$ cat config.mk
export PLATFORM = sky130hd
export DESIGN_NAME = load_store_unit_flat
export DESIGN_NICKNAME = d
export VERILOG_FILES = /design/src/rtl/lsu_pkg.sv /design/src/rtl/lsu_if.sv /design/src/rtl/lsu_align.sv /design/src/rtl/load_store_unit.sv /design/src/flat_wrapper.sv
export SDC_FILE = /design/constraint.sdc
export NUM_CORES = 1
export LEC_CHECK = 0
export ABC_AREA = 0
export BUFFER_PORTS_ARGS = -buffer_cell sky130_fd_sc_hd__buf_2
export CORE_MARGIN = 1.5
export CORE_UTILIZATION = 45
export DETAILED_ROUTE_END_ITERATION = 8
export GPL_ROUTABILITY_DRIVEN = 0
export PLACE_DENSITY = 0.83
export SYNTH_ARGS = -nofsm -noshare
export SYNTH_HDL_FRONTEND = slang
export SYNTH_SLANG_ARGS = --single-unit
$ cat constraint.sdc
create_clock -name clk -period 5.5 [get_ports clk]
set_input_delay 0.275 -clock clk [delete_from_list [all_inputs] [get_ports clk]]
set_output_delay 0.275 -clock clk [all_outputs]
set_load 0.01 [all_outputs]
$ cat src/rtl/lsu_pkg.sv
// Shared types and constants for the load/store unit: FSM states, Funct3 access codes,
// byte-lane count and the alignment rule used by the optional misalignment trap.
package lsu_pkg;

  typedef enum logic [1:0] {
    IDLE = 2'd0,
    REQ  = 2'd1,
    DONE = 2'd2
  } state_t;

  localparam logic [2:0] F3_B  = 3'b000;
  localparam logic [2:0] F3_H  = 3'b001;
  localparam logic [2:0] F3_W  = 3'b010;
  localparam logic [2:0] F3_BU = 3'b100;
  localparam logic [2:0] F3_HU = 3'b101;

  localparam int LANES = 4;

  // Halves must sit on even addresses; words (including reserved codes) on multiples of 4.
  function automatic logic is_misaligned(input logic [2:0] f3, input logic [1:0] lo);
    case (f3[1:0])
      2'b00:   return 1'b0;
      2'b01:   return lo[0];
      default: return lo != 2'b00;
    endcase
  endfunction

endpackage

$ cat src/rtl/lsu_if.sv
// Handshaked data-memory bus between the load/store unit (master) and memory (slave).
interface lsu_if
  import lsu_pkg::*;
#(
  parameter int DATA_W     = 32,
  parameter int DM_ADDRESS = 9
);
  logic                  mem_req;
  logic                  mem_we;
  logic [DM_ADDRESS-1:0] mem_addr;
  logic [LANES-1:0]      mem_be;
  logic [DATA_W-1:0]     mem_wdata;
  logic [DATA_W-1:0]     mem_rdata;
  logic                  mem_ack;

  modport master (
    output mem_req, mem_we, mem_addr, mem_be, mem_wdata,
    input  mem_rdata, mem_ack
  );

  modport slave (
    input  mem_req, mem_we, mem_addr, mem_be, mem_wdata,
    output mem_rdata, mem_ack
  );
endinterface

$ cat src/rtl/lsu_align.sv
// Combinational lane logic: byte enables and replicated store data for a new access,
// plus lane extraction and sign/zero extension of the returned load word.
module lsu_align
  import lsu_pkg::*;
#(
  parameter int DATA_W = 32
) (
  input  logic [2:0]        st_funct3,
  input  logic [1:0]        st_addr_lo,
  input  logic [DATA_W-1:0] wr_data,
  output logic [LANES-1:0]  be,
  output logic [DATA_W-1:0] wdata,
  input  logic [2:0]        ld_funct3,
  input  logic [1:0]        ld_addr_lo,
  input  logic [DATA_W-1:0] rd_data,
  output logic [DATA_W-1:0] ld_data
);
  logic [7:0]  byte_sel;
  logic [15:0] half_sel;

  always_comb begin
    be    = '1;
    wdata = wr_data;
    case (st_funct3[1:0])
      F3_B[1:0]: begin
        be    = LANES'(1) << st_addr_lo;
        wdata = {4{wr_data[7:0]}};
      end
      F3_H[1:0]: begin
        be    = st_addr_lo[1] ? 4'b1100 : 4'b0011;
        wdata = {2{wr_data[15:0]}};
      end
      default: ;
    endcase
  end

  // Reserved Funct3 codes fall through to a full-word load.
  always_comb begin
    byte_sel = rd_data[{ld_addr_lo, 3'b000} +: 8];
    half_sel = ld_addr_lo[1] ? rd_data[31:16] : rd_data[15:0];
    case (ld_funct3)
      F3_B:    ld_data = {{24{byte_sel[7]}}, byte_sel};
      F3_BU:   ld_data = {24'h0, byte_sel};
      F3_H:    ld_data = {{16{half_sel[15]}}, half_sel};
      F3_HU:   ld_data = {16'h0, half_sel};
      F3_W:    ld_data = rd_data;
      default: ld_data = rd_data;
    endcase
  end

endmodule

$ cat src/rtl/load_store_unit.sv
// Multi-cycle load/store unit: IDLE/REQ/DONE handshake with ack timeout and core stall.
// Define LSU_MISALIGN_TRAP_EN to trap misaligned half/word accesses without a bus request.
module load_store_unit
  import lsu_pkg::*;
#(
  parameter int DATA_W     = 32,
  parameter int DM_ADDRESS = 9,
  parameter int TIMEOUT_W  = 4
) (
  input  logic                  clk,
  input  logic                  reset,
  input  logic                  MemRead,
  input  logic                  MemWrite,
  input  logic [2:0]            Funct3,
  input  logic [DM_ADDRESS-1:0] Addr,
  input  logic [DATA_W-1:0]     WrData,
  output logic [DATA_W-1:0]     ReadData,
  output logic                  Stall,
  output logic                  Err,
  lsu_if.master                 bus
);
  // The counter value seen in the final allowed REQ cycle (limit - 1, counting from zero).
  localparam logic [TIMEOUT_W-1:0] CNT_LAST = TIMEOUT_W'((2 ** TIMEOUT_W) - 2);

  state_t                state, state_next;
  logic [TIMEOUT_W-1:0]  cnt;
  logic [2:0]            f3_q;
  logic [1:0]            lo_q;
  logic                  err_q;
  logic                  we_q;
  logic [DM_ADDRESS-1:0] addr_q;
  logic [LANES-1:0]      be_q;
  logic [DATA_W-1:0]     wdata_q;
  logic [LANES-1:0]      be_c;
  logic [DATA_W-1:0]     wdata_c;
  logic [DATA_W-1:0]     load_c;
  logic                  start;
  logic                  trap;
  logic                  timeout;

  assign start = MemRead | MemWrite;

`ifdef LSU_MISALIGN_TRAP_EN
  assign trap = is_misaligned(Funct3, Addr[1:0]);
`else
  assign trap = 1'b0;
`endif

  // An ack arriving in the last allowed cycle wins over the timeout.
  assign timeout = (state == REQ) && !bus.mem_ack && (cnt == CNT_LAST);

  lsu_align #(.DATA_W(DATA_W)) u_align (
    .st_funct3  (Funct3),
    .st_addr_lo (Addr[1:0]),
    .wr_data    (WrData),
    .be         (be_c),
    .wdata      (wdata_c),
    .ld_funct3  (f3_q),
    .ld_addr_lo (lo_q),
    .rd_data    (bus.mem_rdata),
    .ld_data    (load_c)
  );

  always_ff @(posedge clk or posedge reset) begin
    if (reset) state <= IDLE;
    else       state <= state_next;
  end

  always_comb begin
    state_next = state;
    case (state)
      IDLE:    if (start) state_next = trap ? DONE : REQ;
      REQ:     if (bus.mem_ack || timeout) state_next = DONE;
      DONE:    state_next = IDLE;
      default: state_next = IDLE;
    endcase
  end

  always_comb begin
    bus.mem_req = 1'b0;
    Stall       = 1'b0;
    Err         = 1'b0;
    case (state)
      IDLE:    Stall = start & ~reset;
      REQ: begin
        bus.mem_req = 1'b1;
        Stall       = 1'b1;
      end
      DONE:    Err = err_q;
      default: ;
    endcase
  end

  // Access attributes are frozen at issue so the bus sees stable values for the whole request.
  always_ff @(posedge clk or posedge reset) begin
    if (reset) begin
      cnt      <= '0;
      f3_q     <= '0;
      lo_q     <= '0;
      err_q    <= 1'b0;
      we_q     <= 1'b0;
      addr_q   <= '0;
      be_q     <= '0;
      wdata_q  <= '0;
      ReadData <= '0;
    end else begin
      case (state)
        IDLE: if (start) begin
          we_q    <= MemWrite;
          addr_q  <= {Addr[DM_ADDRESS-1:2], 2'b00};
          be_q    <= be_c;
          wdata_q <= wdata_c;
          f3_q    <= Funct3;
          lo_q    <= Addr[1:0];
          cnt     <= '0;
          err_q   <= trap;
          if (trap) ReadData <= '0;
        end
        REQ: begin
          if (bus.mem_ack) begin
            err_q <= 1'b0;
            if (!we_q) ReadData <= load_c;
          end else if (timeout) begin
            err_q    <= 1'b1;
            ReadData <= '0;
          end else begin
            cnt <= cnt + TIMEOUT_W'(1);
          end
        end
        default: ;
      endcase
    end
  end

  assign bus.mem_we    = we_q;
  assign bus.mem_addr  = addr_q;
  assign bus.mem_be    = be_q;
  assign bus.mem_wdata = wdata_q;

endmodule

$ cat src/flat_wrapper.sv
// flat-port wrapper written by rule: the top's interface ports become plain ports
module load_store_unit_flat import lsu_pkg::*;
#(
  parameter int DATA_W     = 32,
  parameter int DM_ADDRESS = 9,
  parameter int TIMEOUT_W  = 4
)
  (clk, reset, MemRead, MemWrite, Funct3, Addr, WrData, ReadData, Stall, Err, bus_mem_req, bus_mem_we, bus_mem_addr, bus_mem_be, bus_mem_wdata, bus_mem_rdata, bus_mem_ack);
  lsu_if #(.DATA_W(DATA_W), .DM_ADDRESS(DM_ADDRESS)) bus_i ();
  input  logic clk;
  input  logic reset;
  input  logic MemRead;
  input  logic MemWrite;
  input  logic [2:0] Funct3;
  input  logic [DM_ADDRESS-1:0] Addr;
  input  logic [DATA_W-1:0] WrData;
  output logic [DATA_W-1:0] ReadData;
  output logic Stall;
  output logic Err;
  output wire logic [$bits(bus_i.mem_req)-1:0] bus_mem_req;
  output wire logic [$bits(bus_i.mem_we)-1:0] bus_mem_we;
  output wire logic [$bits(bus_i.mem_addr)-1:0] bus_mem_addr;
  output wire logic [$bits(bus_i.mem_be)-1:0] bus_mem_be;
  output wire logic [$bits(bus_i.mem_wdata)-1:0] bus_mem_wdata;
  input wire logic [$bits(bus_i.mem_rdata)-1:0] bus_mem_rdata;
  input wire logic [$bits(bus_i.mem_ack)-1:0] bus_mem_ack;
  assign bus_mem_req = bus_i.mem_req;
  assign bus_mem_we = bus_i.mem_we;
  assign bus_mem_addr = bus_i.mem_addr;
  assign bus_mem_be = bus_i.mem_be;
  assign bus_mem_wdata = bus_i.mem_wdata;
  assign bus_i.mem_rdata = bus_mem_rdata;
  assign bus_i.mem_ack = bus_mem_ack;
  load_store_unit #(.DATA_W(DATA_W), .DM_ADDRESS(DM_ADDRESS), .TIMEOUT_W(TIMEOUT_W)) u_core (.clk(clk), .reset(reset), .MemRead(MemRead), .MemWrite(MemWrite), .Funct3(Funct3), .Addr(Addr), .WrData(WrData), .ReadData(ReadData), .Stall(Stall), .Err(Err), .bus(bus_i));
endmodule
==> impl_metrics.toml <==
[cts]
post_cts_buffers = 0
cts_max_path_buffers = 2
clock-sinks = 88
cts_made_buffers = 9
cts_max_level = 3
cts_root_buf = "clkbuf_8"
cts_hold_buf = 0
cts_resized = 0
path_clk_slew_ns = 0.10
tritoncts = "built"
clkLatencyLatePin_ns = 0.35

[floorplanning]
num_rows = 35
die_y_um = 101.3
start_util = 0.4665
die_x_um = 101.3
core-area_um2 = 9328
dieArea_um2 = 10270
io_pins = 162

[sta]
maxSlewViolCount = 0
max-slew-margin-rel = 0.2576
finalSetupViolations = 0
final_hold_viol_count = 0
fin_skew_ns = 0.008733
tightest_slew_ns = 1.114
period_share = 0.4707
rsz0062_at_grt = "false"
fmaxAchievable_ghz = 0.3863
tns_ns = 0
min_period_ns = 2.589

[final_layout]
syn_to_final_growth_pct = 23.06
drive_gt1_frac = 0.3310
final_net_count = 659
diodes = 0
multiInputGateArea_um2 = 1956
regArea_um2 = 2202
fill_cells = 822

[power_and_ir_drop]
total_leakage_power_nw = 2.754
power_mw = 2.749
ir_worst_vdd_mv = 0.2029
power.density_nw_per_um2 = 513.3
p_sw_mw = 1.135
pwr-share-seq = 0.426
power_frac_comb = 0.423
pwr-share-clk = 0.151
internal_power_mw = 1.614
sw_frac_of_total = 0.4129

[status]
status = "completed"

[yosys]
syn_avg_cell_area_um2 = 9.981
synth.most_common_cell = "nand2_1"
synth_compound_area_frac = 0.1731
ys_async_sr_fraction = 1.000
synth_mux_area_frac = 0.1118
yosysWarnings = 0
ys.flop_type = "dfrtp_1"
synth_fa_ha_area_frac = 0.005750
synthDistinctLibCells = 45
yosys.area.top_type_share = 0.5060
synth_area_leaders = "dfrtp_1 51%, nand2_1 8.2%, mux2i_1 7.8%"
synth_top_family_by_area = "compound AO/OA/AOI/OAI gates"
netlist_area_um2 = 4352
synth.ff_latch_count = 88
synth_simple_gate_area_frac = 0.1512
synth_top_area_cell = "dfrtp_1"
syn_inst = 436
synth.yosys.seq_area_share = 0.5060
ys_top_cells_by_count = "95 x nand2_1, 88 x dfrtp_1, 43 x o21ai_0, 34 x mux2i_1, 23 x nor2_1"
synth-edff-count = 0
synthXorXnorAreaFrac = 0.002013

[global_route]
met2_usage = 0.3681
grtUsageMet3 = 0.05728
grt_first_pass_wirelength_um = 17620
grt_max_degree = 89
top_usage_layer = "met2"
met1_usage = 0.2757
grt_pass1_vias = 3672
grt_use_total = 0.2226
antenna_found_initial = 0
overflow = 0

[route]
first_iter_violations = 145
wire_per_inst_um = 16.01
finalWirelength_um = 11350
firstDrtPassIters = 5
num_vias = 3882
routed_via_density = 5.475
antenna_left = 0
drc = 0

[hold_path]
hold_class = "in -> reg"

[worst_setup_path]
slowest_stage = "dfrtp_1"
path_delay_family = "flip-flops"
path_class = "reg -> reg"
slowest_delay_ns = 1.05
crit_path_start_kind = "register"
worst-path-max-fanout = 27
cp.required_ns = 5.79
critPathArrivalTime_ns = 2.88
path_buf_inv = 0
endpoint_kind = "register"
crit_chain = "mux4_2 > nor2_4 > nor4b_4 > a221o_1"

[placement]
io_buffers = 159
hpwl_um = 8253

[job]
cap_violations = 0
-- flip-flops by register name, summed over array words and instances (netlist names) --
signal,flops
u_core.bus.mem_addr,7
u_core.ReadData,32
u_core.bus.mem_be,4
u_core.f3_q,3
u_core.cnt,4
u_core.err_q,1
u_core.state,2
u_core.bus.mem_we,1
u_core.lo_q,2
u_core.bus.mem_wdata,32
-- final timing paths --
path | to | from | depth (start not counted) | slack, ns
max | u_core.ReadData[20] | u_core.lo_q[1] | 4 | 2.91
max reg2reg | u_core.ReadData[20] | u_core.lo_q[1] | 4 | 2.91
min reg2reg | u_core.bus.mem_addr[5] | u_core.bus.mem_addr[5] | 2 | 0.48
min in group asynchronous | u_core.bus.mem_we | reset | 3 | 0.27
max in group asynchronous | u_core.ReadData[30] | reset | 3 | 4.50
min | u_core.bus.mem_addr[2] | Addr[2] | 3 | 0.1
-- layer usage --
layer,vias up,wire length (µm),part of all wire
met5,-,0,0
met4,0,326,0.029
met3,28,983,0.087
met2,207,5411,0.48
met1,1833,4630,0.41
li1,1814,-,-
-- tightest hold or removal path, stage by stage --
cell and delay (ns):
buf_2 0.07, nand2_1 0.04, nand2_1 0.04
-- cell type report --
class / instances / area share
Multi-Input combinational cell: 304 / 0.3652
Inverter: 11 / 0.007944
Clock buffer: 9 / 0.02313
Tap cell: 129 / 0.03014
Sequential cell: 88 / 0.4112
Clock inverter: 6 / 0.009579
Timing Repair Buffer: 162 / 0.1528
-- logic make-up after synthesis --
family | count (synthesis)
multiplexers | 42
adder cells (fa/ha/maj) | 2
buffers and inverters | 45
XOR/XNOR | 1
other | 1
AND/OR/NAND/NOR | 147
flip-flops | 88
AO/OA/AOI/OAI | 110
-- power by group through the flow --
stage | Clock [mW] | Sequential [mW] | Combinational, mW
6_report | 0.415 | 1.17 | 1.16
5_1_grt | 0.451 | 1.21 | 1.30
4_1_cts | 0.425 | 1.17 | 1.17
3_5_place_dp | 0 | 1.18 | 1.17
3_3_place_gp | 0 | 1.16 | 1.13
2_1_floorplan | 0 | 1.21 | 0.703
-- cell usage in the layout (no fill, tap or decap), types with 2 or more instances in the layout --
cell type and n:
ha_1 2, inv_6 2, a21oi_1 11, a22oi_1 9
nand2_1 95, nor2_1 23, nand2b_1 6, o21bai_1 2
clkbuf_8 9, dfrtp_1 88, o31ai_1 4, clkinvlp_4 3
and2b_1 3, nor2b_1 3, o21ai_0 43, mux2i_1 34
mux2_2 3, a211oi_1 3, a32o_1 3, buf_2 159
a221oi_1 4, a221o_1 21, inv_1 10, buf_4 3
nand3_1 3, mux4_2 5, a31oi_1 4, conb_1 2
and2_1 6
-- per-stage QoR --
step	std cells	hold WS [ns]	instance area (µm²)	worst slack (ns)	utilization
5_1_grt	709	0.07961	5355	2.757	0.5741
2_1_floorplan	437	0.3804	4355	2.946	-
3_5_place_dp	694	0.4566	5180	2.914	0.5553
3_3_place_gp	694	0.4528	5180	3.087	0.5553
4_1_cts	709	0.07806	5355	2.925	0.5741
6_report	709	0.09542	5355	2.911	0.5741
(Power assumes the default switching activity.)
